`src/rtl/if_fetch_queue_pkg.sv`:
```
// rtl/if_fetch_queue_pkg.sv - shared fetch/decode bus width and exception codes
package if_fetch_queue_pkg;

    localparam int FS_TO_DS_BUS_WD = 103;

    localparam logic [4:0] EX_ADEL = 5'h04;
    localparam logic [4:0] EX_TLBL = 5'h02;

endpackage

```
`src/rtl/sync_fifo.sv`:
```
// rtl/sync_fifo.sv - synchronous FIFO with flush and occupancy count
module sync_fifo #(
    parameter  int WIDTH = 32,
    parameter  int DEPTH = 4,
    localparam int AW    = (DEPTH > 1) ? $clog2(DEPTH) : 1,
    localparam int CW    = $clog2(DEPTH + 1)
) (
    input  logic             clk,
    input  logic             resetn,
    input  logic             push,
    input  logic [WIDTH-1:0] push_data,
    input  logic             pop,
    input  logic             flush,
    output logic [WIDTH-1:0] pop_data,
    output logic [CW-1:0]    count,
    output logic             full,
    output logic             empty
);

    logic [WIDTH-1:0] mem_q [DEPTH];
    logic [AW-1:0]    wr_ptr_q, wr_ptr_d;
    logic [AW-1:0]    rd_ptr_q, rd_ptr_d;
    logic [CW-1:0]    count_q, count_d;
    logic             do_push;
    logic             do_pop;

    function automatic logic [AW-1:0] next_ptr(input logic [AW-1:0] p);
        return (p == AW'(DEPTH - 1)) ? '0 : p + 1'b1;
    endfunction

    assign count    = count_q;
    assign full     = (count_q == CW'(DEPTH));
    assign empty    = (count_q == '0);
    assign pop_data = mem_q[rd_ptr_q];

    always_comb begin
        do_pop   = pop & ~empty;
        // a push into a full FIFO is legal only when the head leaves in the same cycle
        do_push  = push & (~full | do_pop);
        wr_ptr_d = wr_ptr_q;
        rd_ptr_d = rd_ptr_q;
        count_d  = count_q;
        if (flush) begin
            wr_ptr_d = '0;
            rd_ptr_d = '0;
            count_d  = '0;
        end else begin
            if (do_push) wr_ptr_d = next_ptr(wr_ptr_q);
            if (do_pop)  rd_ptr_d = next_ptr(rd_ptr_q);
            count_d = count_q + CW'(do_push) - CW'(do_pop);
        end
    end

    always_ff @(posedge clk) begin
        if (!resetn) begin
            wr_ptr_q <= '0;
            rd_ptr_q <= '0;
            count_q  <= '0;
        end else begin
            wr_ptr_q <= wr_ptr_d;
            rd_ptr_q <= rd_ptr_d;
            count_q  <= count_d;
        end
    end

    always_ff @(posedge clk) begin
        if (do_push && !flush) mem_q[wr_ptr_q] <= push_data;
    end

endmodule

```
`src/rtl/if_fetch_queue.sv`:
```
// rtl/if_fetch_queue.sv - fetch stage with outstanding icache reads, instruction queue and redirect
module if_fetch_queue
    import if_fetch_queue_pkg::*;
#(
    parameter int          QDEPTH   = 4,
    parameter int          MAX_OUT  = 2,
    parameter logic [31:0] RESET_PC = 32'hbfc00000
) (
    input  logic                       clk,
    input  logic                       resetn,
    input  logic                       ds_allowin,
    output logic                       fs_to_ds_valid,
    output logic [FS_TO_DS_BUS_WD-1:0] fs_to_ds_bus,
    input  logic                       ws_cancel,
    input  logic [31:0]                new_pc,
    input  logic                       br_redirect,
    input  logic [31:0]                br_target,
    output logic                       icache_valid,
    output logic                       icache_op,
    output logic [7:0]                 icache_index,
    output logic [19:0]                icache_tlb_tag,
    output logic [3:0]                 icache_offset,
    output logic [3:0]                 icache_wstrb,
    output logic [31:0]                icache_wdata,
    input  logic                       icache_addrok,
    input  logic                       icache_dataok,
    input  logic [31:0]                icache_rdata,
    output logic [18:0]                s0_vpn2,
    output logic                       s0_odd_page,
    output logic [7:0]                 s0_asid,
    input  logic                       s0_found,
    input  logic                       s0_v,
    input  logic [19:0]                s0_pfn,
    input  logic [7:0]                 entryhi_asid
);

    localparam int QCW = $clog2(QDEPTH + 1);
    localparam int OCW = $clog2(MAX_OUT + 1);

    logic [31:0]  fetch_pc_q, fetch_pc_d;
    logic [OCW-1:0] inflight_q, inflight_d;
    logic [OCW-1:0] drop_q, drop_d;
    logic         halt_q, halt_d;

    logic         unmapped, adel, tlb_miss, tlb_inv, fetch_ex, ex_refill;
    logic [4:0]   ex_code;
    logic         redirect;
    logic [31:0]  redirect_pc;
    logic [31:0]  occupancy;
    logic         req_fire, ex_push, resp_keep;
    logic         q_push, q_pop, q_full, q_empty;
    logic [FS_TO_DS_BUS_WD-1:0] q_push_data;
    logic [QCW-1:0] q_count;
    logic [31:0]  tag_pc;
    logic [OCW-1:0] tag_count;
    logic         tag_full, tag_empty;
    logic         unused_tag_status;

    assign unused_tag_status = ^{tag_count, tag_full, tag_empty};

    assign icache_op      = 1'b0;
    assign icache_wstrb   = 4'h0;
    assign icache_wdata   = 32'h0;
    assign icache_index   = fetch_pc_q[11:4];
    assign icache_offset  = fetch_pc_q[3:0];
    assign icache_tlb_tag = unmapped ? fetch_pc_q[31:12] : s0_pfn;
    assign s0_vpn2        = fetch_pc_q[31:13];
    assign s0_odd_page    = fetch_pc_q[12];
    assign s0_asid        = entryhi_asid;
    assign fs_to_ds_valid = ~q_empty;

    always_comb begin
        unmapped    = (fetch_pc_q[31:30] == 2'b10);
        adel        = |fetch_pc_q[1:0];
        tlb_miss    = ~unmapped & ~s0_found;
        tlb_inv     = ~unmapped & s0_found & ~s0_v;
        fetch_ex    = adel | tlb_miss | tlb_inv;
        ex_code     = adel ? EX_ADEL : EX_TLBL;
        ex_refill   = ~adel & tlb_miss;
        redirect    = ws_cancel | br_redirect;
        redirect_pc = ws_cancel ? new_pc : br_target;
        occupancy   = 32'(q_count) + 32'(inflight_q);

        // every issued read reserves a queue slot so a returning word always fits
        icache_valid = resetn & ~halt_q & ~fetch_ex & ~redirect
                     & (32'(inflight_q) < 32'(MAX_OUT))
                     & (occupancy < 32'(QDEPTH));
        req_fire  = icache_valid & icache_addrok;
        ex_push   = ~halt_q & fetch_ex & ~redirect & (inflight_q == '0)
                  & (drop_q == '0) & ~q_full;
        resp_keep = icache_dataok & (drop_q == '0) & ~redirect;
        q_push    = resp_keep | ex_push;
        q_pop     = ~q_empty & ds_allowin & ~redirect;

        q_push_data = {2'b00, 5'h00, 32'h0, icache_rdata, tag_pc};
        if (ex_push) q_push_data = {ex_refill, 1'b1, ex_code, fetch_pc_q, 32'h0, fetch_pc_q};

        inflight_d = inflight_q + OCW'(req_fire) - OCW'(icache_dataok);

        drop_d = drop_q;
        if (redirect) begin
            drop_d = inflight_d;
        end else if (icache_dataok && drop_q != '0) begin
            drop_d = drop_q - 1'b1;
        end

        fetch_pc_d = fetch_pc_q;
        if (redirect) begin
            fetch_pc_d = redirect_pc;
        end else if (req_fire) begin
            fetch_pc_d = fetch_pc_q + 32'd4;
        end

        halt_d = halt_q;
        if (redirect) begin
            halt_d = 1'b0;
        end else if (ex_push) begin
            halt_d = 1'b1;
        end
    end

    always_ff @(posedge clk) begin
        if (!resetn) begin
            fetch_pc_q <= RESET_PC;
            inflight_q <= '0;
            drop_q     <= '0;
            halt_q     <= 1'b0;
        end else begin
            fetch_pc_q <= fetch_pc_d;
            inflight_q <= inflight_d;
            drop_q     <= drop_d;
            halt_q     <= halt_d;
        end
    end

    sync_fifo #(
        .WIDTH (FS_TO_DS_BUS_WD),
        .DEPTH (QDEPTH)
    ) u_inst_queue (
        .clk       (clk),
        .resetn    (resetn),
        .push      (q_push),
        .push_data (q_push_data),
        .pop       (q_pop),
        .flush     (redirect),
        .pop_data  (fs_to_ds_bus),
        .count     (q_count),
        .full      (q_full),
        .empty     (q_empty)
    );

    // tags follow the icache's in-order return and survive redirects so stale words still pop their tag
    sync_fifo #(
        .WIDTH (32),
        .DEPTH (MAX_OUT)
    ) u_tag_fifo (
        .clk       (clk),
        .resetn    (resetn),
        .push      (req_fire),
        .push_data (fetch_pc_q),
        .pop       (icache_dataok),
        .flush     (1'b0),
        .pop_data  (tag_pc),
        .count     (tag_count),
        .full      (tag_full),
        .empty     (tag_empty)
    );

endmodule

```
`config.mk`:
```
export PLATFORM = sky130hd
export DESIGN_NAME = if_fetch_queue
export DESIGN_NICKNAME = d
export VERILOG_FILES = /design/src/rtl/if_fetch_queue_pkg.sv /design/src/rtl/sync_fifo.sv /design/src/rtl/if_fetch_queue.sv
export SDC_FILE = /design/constraint.sdc
export NUM_CORES = 1
export LEC_CHECK = 0
export ABC_CLOCK_PERIOD_IN_PS = 13900
export CAP_MARGIN = 20
export CORE_MARGIN = 1.5
export CORE_UTILIZATION = 56
export CTS_BUF_LIST = sky130_fd_sc_hd__clkbuf_2
export DETAILED_ROUTE_END_ITERATION = 10
export PLACE_DENSITY = 0.84
export SLEW_MARGIN = 25
export SYNTH_ARGS = -nofsm -noshare
export SYNTH_HDL_FRONTEND = slang
export SYNTH_HIERARCHICAL = 1
export SYNTH_SLANG_ARGS = --single-unit
```
`constraint.sdc`:
```
create_clock -name clk -period 13.9 [get_ports clk]
set_input_delay 2.78 -clock clk [delete_from_list [all_inputs] [get_ports clk]]
set_output_delay 2.78 -clock clk [all_outputs]
set_load 0.01 [all_outputs]
```
==> metrics.md, run 1 <==
| Metric | Value |
|---|---|
| Worst-path cell chain | clkdlybuf4s50_1 > buf_4 > nor2_1 > buf_4 > nand2_1 > nor3_1 > clkdlybuf4s50_1 |
| Post-Syn Instances | 1,235 |
| Hold-fix buffers, CTS | 0 |
| Met1 GRT Util | 32.8% |
| MaxCap Viol Count | 0 |
| Vias in the first global route | 13,300 |
| Max-slew headroom | 30.7% |
| Layout Area Growth over Synthesis | 19.8% |
| Slowest stage delay, CP | 620 ps |
| Final hold vios | 0 |
| Non-Filler Instances | 2,220 |
| Clock Path Buffers | 3 |
| Final TNS setup | 0 ps |
| CTS tree | built |
| Gpl congestion | 0.867 |
| Min-Delay Path Class | register to register |
| Routed vias | 12,700 |
| Detailed Route WL | 50,100 um |
| Remaining antenna violation count | 0 |
| Post-Syn Area | 21,900 um2 |
| Reg clk slew, reported paths | 100 ps |
| Grt total ovfl | 0 |
| Inst Count DP | 2,002 |
| Clock Skew | 75.8 ps |
| Post-cts repair resize count | 0 |
| Crit path max fanout | 34 |
| Fin. max-slew vios | 0 |
| Clock sink count | 527 |
| Row Count | 72 |
| Grt met2 use | 40.4% |
| Crit path DAT | 5220 ps |
| Initial antenna violation count | 1 |
| IO buf count | 281 |
| I/O pin count | 335 |
| Die height | 201 um |
| Global-route wire length before repair | 76,000 um |
| Fmax | 125 MHz |
| Share of cells above drive strength 1 | 23.8% |
| Yosys Warn Count | 6 |
| Final worst-path cycle share | 57.5% |
| Grt peak-use layer | met2 |
| Pin count of the biggest net entering global routing | 76 |
| P_leak | 0.00908 uW |
| Critical Path RT | 11,120 ps |
| Filler cells | 2,697 |
| Max rail drop VDD | 0.0000556 V |
| 1st-iter DRT viols | 923 |
| Status | finished clean |
| Starting Density | 56.7% |
| RSZ-0062 raised after global routing | no |
| Vias per inst | 5.73 |
| Syn_area_per_cell | 17.7 um2 |
| Post-DP HPWL | 31,500 um |
| Crit path max-delay cell type | clkdlybuf4s50_1 |
| Root Buffer | clkbuf_2 |
| DIE WIDTH | 201 um |
| Post-CTS setup buffer count | 0 |
| Placeable Area | 38,600 um2 |
| TritonCTS buffer count | 131 |
| Gr usage total | 25.2% |
| Post-route minimum period | 8000 ps |
| Worst skew pair latency | 990 ps |
| Slew @ Worst Pin | 1040 ps |
| Full die area | 40,200 um2 |
| Total chip power | 3000 uW |
| DR pass1 iterations | 5 |
| Worst setup SP type | input port |
| Wire per inst | 22.5 um |
| GR Layer Usage met3 | 6.23% |
| Setup crit end kind | primary output |
| PwrDens | 115 nW/um2 |
| Final setup vio count | 0 |
| Critical path class | input port to primary output |
| Htree depth | 4 |
| # DRC | 0 |
| Fin nets | 1,763 |
## power by group
group,switching (uW),internal [uW]
logic,110,109
registers,26.2,1740
clock network,574,442
## placed cells by master, fill, tap and decap left out, drive strengths merged, types with 12 or more instances in the layout
cell type / instances
a21o: 32
a21oi: 12
and2: 40
buf: 26
clkbuf: 195
clkdlybuf4s50: 281
clkinv: 15
conb: 52
dfxtp: 51
edfxtp: 476
ha: 12
inv: 20
mux2: 48
mux4: 103
nand2: 48
nand3: 21
nand4: 14
nor2: 25
nor2b: 38
nor3: 21
o21ai: 21
## area by class of cell
class	instances	area, um2	share of cell area, %
Sequential cell	527	15300	58.5
Multi-Input combinational cell	631	5950	22.7
Timing Repair Buffer	307	3010	11.5
Clock buffer	195	976	3.73
Tap cell	518	648	2.48
Clock inverter	22	200	0.765
Inverter	19	71.3	0.272
Antenna cell	1	2.50	0.00956
## per-layer routing
metal | up-vias | part of all wire [%]
met3 | 110 | 8.0
li1 | 5648 | -
met4 | 0 | 3.5
met1 | 6347 | 40
met2 | 625 | 49
met5 | - | 0
## state kept, by name, summed over array words and instances (netlist names), named ones only
signal,count
drop_q,2
fetch_pc_q,32
halt_q,1
inflight_q,2
u_inst_queue/count,3
u_inst_queue/mem_q,412
u_inst_queue/rd_ptr_q,2
u_inst_queue/wr_ptr_q,2
u_tag_fifo/count,2
u_tag_fifo/mem_q,64
u_tag_fifo/rd_ptr_q,1
u_tag_fifo/wr_ptr_q,1
## final timing paths
path | start | end | slack, ps | depth (start not counted)
max | ws_cancel | icache_valid | 5900 | 7
min | u_inst_queue/rd_ptr_q[0] | register | 520 | 2
max reg2reg | fetch_pc_q[30] | u_inst_queue/mem_q[0][32] | 9200 | 11
min reg2reg | u_inst_queue/rd_ptr_q[0] | register | 520 | 2
## critical path, delay by kind of cell
family | cells | cell delay, ps
buffers and inverters | 4 | 1530
and+or+nand+nor | 3 | 890
## through the flow
| step | hold WS [ps] | worst slack (ps) | cell area (um2) | util, % |
|---|---|---|---|---|
| global route | 522 | 5770 | 26200 | 67.9 |
| detailed placement | 501 | 5920 | 25000 | 64.8 |
| CTS | 488 | 5900 | 26200 | 67.9 |
| floorplan | 461 | 1530 | 22100 | - |
| global placement | 467 | 5910 | 25000 | 64.8 |
| finish | 517 | 5900 | 26200 | 67.9 |
Note: power is estimated with default switching activity, not from simulation.
==> run 2, diff against run 1 <==
ABC_CLOCK_PERIOD_IN_PS = 7400   (was 13900)
clock period = 7.4 ns   (was 13.9 ns; I/O delays follow)
==> metrics.md, run 2 (synthesis gave the netlist of run 1 again) <==
| Metric | Value |
|---|---|
| Clock Path Buffers | 3 |
| MaxCap Viol Count | 0 |
| Root Buffer | clkbuf_2 |
| Met1 GRT Util | 31.4% |
| CTS tree | built |
| DR pass1 iterations | 4 |
| Detailed Route WL | 49,400 um |
| Worst skew pair latency | 1040 ps |
| Commonest non-fill, non-tap cell in the layout | edfxtp_1 |
| Htree depth | 3 |
| Max-slew headroom | 33.6% |
| Status | finished clean |
| Filler cells | 2,681 |
| Gr usage total | 24.8% |
| P_leak | 0.00895 uW |
| Layout Area Growth over Synthesis | 19.2% |
| Vias per inst | 5.70 |
| Final hold slack | 484 ps |
| Global-route wire length before repair | 74,600 um |
| Post-cts repair resize count | 0 |
| Vias in the first global route | 13,000 |
| Crit path max fanout | 51 |
| Clock sink count | 527 |
| Remaining antenna violation count | 0 |
| Crit path max-delay cell type | clkdlybuf4s50_1 |
| Final hold vios | 0 |
| Share of cells above drive strength 1 | 21.6% |
| Total chip power | 5450 uW |
| I/O pin count | 335 |
| Grt peak-use layer | met2 |
| Final TNS setup | 0 ps |
| Critical path class | input port to primary output |
| Row Count | 72 |
| Gpl congestion | 0.845 |
| Full die area | 40,200 um2 |
| Post-layout util | 67.6% |
| DIE WIDTH | 201 um |
| Final worst-path cycle share | 72.0% |
| Final WS setup | 2070 ps |
| Reg clk slew, reported paths | 100 ps |
| Slew @ Worst Pin | 989 ps |
| Critical Path RT | 5920 ps |
| Worst slack, placed | 2050 ps |
| Post-DP HPWL | 30,500 um |
| Largest registers | u_inst_queue/mem_q (412), u_tag_fifo/mem_q (64), fetch_pc_q (32) |
| Pin count of the biggest net entering global routing | 104 |
| Initial antenna violation count | 1 |
| Slowest stage delay, CP | 620 ps |
| Clock Skew | 92.0 ps |
| Die height | 201 um |
| GR Layer Usage met3 | 6.22% |
| Placeable Area | 38,600 um2 |
| RSZ-0062 raised after global routing | no |
| Fmax | 188 MHz |
| Crit path DAT | 3850 ps |
| PwrDens | 209 nW/um2 |
| Fin nets | 1,748 |
| Worst setup SP type | input port |
| Grt total ovfl | 0 |
| Worst-path cell chain | clkdlybuf4s50_1 > buf_4 > nand2_1 > nor3_1 > clkdlybuf4s50_1 |
| Max reg flops | 412 |
| Min-Delay Path Class | register to register |
| Wire per inst | 22.4 um |
| Hold-fix buffers, CTS | 0 |
| Fin. max-slew vios | 0 |
| Most frequent cells in the layout | edfxtp_1, clkdlybuf4s50_1, clkbuf_2 |
| Multi-input gate area | 5950 um2 |
| Flip-flop and latch area | 15,300 um2 |
| Reg with most FFs | u_inst_queue/mem_q |
| Post-CTS setup buffer count | 0 |
| IO buf count | 281 |
| Max rail drop VDD | 0.0000936 V |
| # DRC | 0 |
| Grt met2 use | 41.0% |
| Routed vias | 12,600 |
| Final setup vio count | 0 |
| TritonCTS buffer count | 121 |
| Setup crit end kind | primary output |
| Starting Density | 56.7% |
| 1st-iter DRT viols | 882 |
| Post-route minimum period | 5330 ps |
| CP most frequent cell | clkdlybuf4s50_1 |
-- run 2: cell types whose count changed in the layout (fill, tap and decap cells not counted), moves of 2 or more --
cell / change
clkbuf_2: -32
clkinv_1: +28
buf_4: -8
buf_12: +4
bufinv_16: -2
clkinvlp_4: -2
-- run 2: area by class of cell --
| class | instances | area share [%] |
|---|---|---|
| inverters | 19 | 0.274 |
| well taps | 518 | 2.49 |
| repair buffers | 302 | 11.6 |
| clock inverters | 47 | 0.902 |
| clock buffers | 163 | 3.13 |
| multi-input cells | 631 | 22.8 |
| diodes | 1 | 0.00960 |
| flip-flops and latches | 527 | 58.8 |
-- run 2: worst max-delay path: cells and delay by family --
family / cells / cell delay, ps
buffers and inverters: 3 / 1490
AND/OR/NAND/NOR: 2 / 870
-- run 2: metal layers --
layer	share of wire, %	vias to the layer above
met5	0	-
met4	3.2	0
met3	7.9	99
met2	49	616
met1	39	6217
li1	-	5644
-- run 2: through the flow --
step,area [um2],instances
after CTS,26100,2207
after global routing,26100,2208
after global placement,25000,1997
after detailed placement,25000,1997
final,26100,2208
after floorplan,22100,1286
-- run 2: final timing paths --
| check | cells after the start | startpoint | slack [ps] | end |
|---|---|---|---|---|
| max | 5 | resetn | 2070 | icache_valid |
| max reg2reg | 10 | fetch_pc_q[30] | 3410 | u_inst_queue/mem_q[3][53] |
| min reg2reg | 2 | u_inst_queue/rd_ptr_q[0] | 480 | register |
| min | 2 | u_inst_queue/rd_ptr_q[0] | 480 | register |
-- run 2: power by group --
| group | total (uW) | switching (uW) | internal, uW |
|---|---|---|---|
| Combinational | 405 | 200 | 205 |
| Clock | 1720 | 1060 | 668 |
| Sequential | 3320 | 53.5 | 3270 |
| Total | 5450 | 1310 | 4140 |
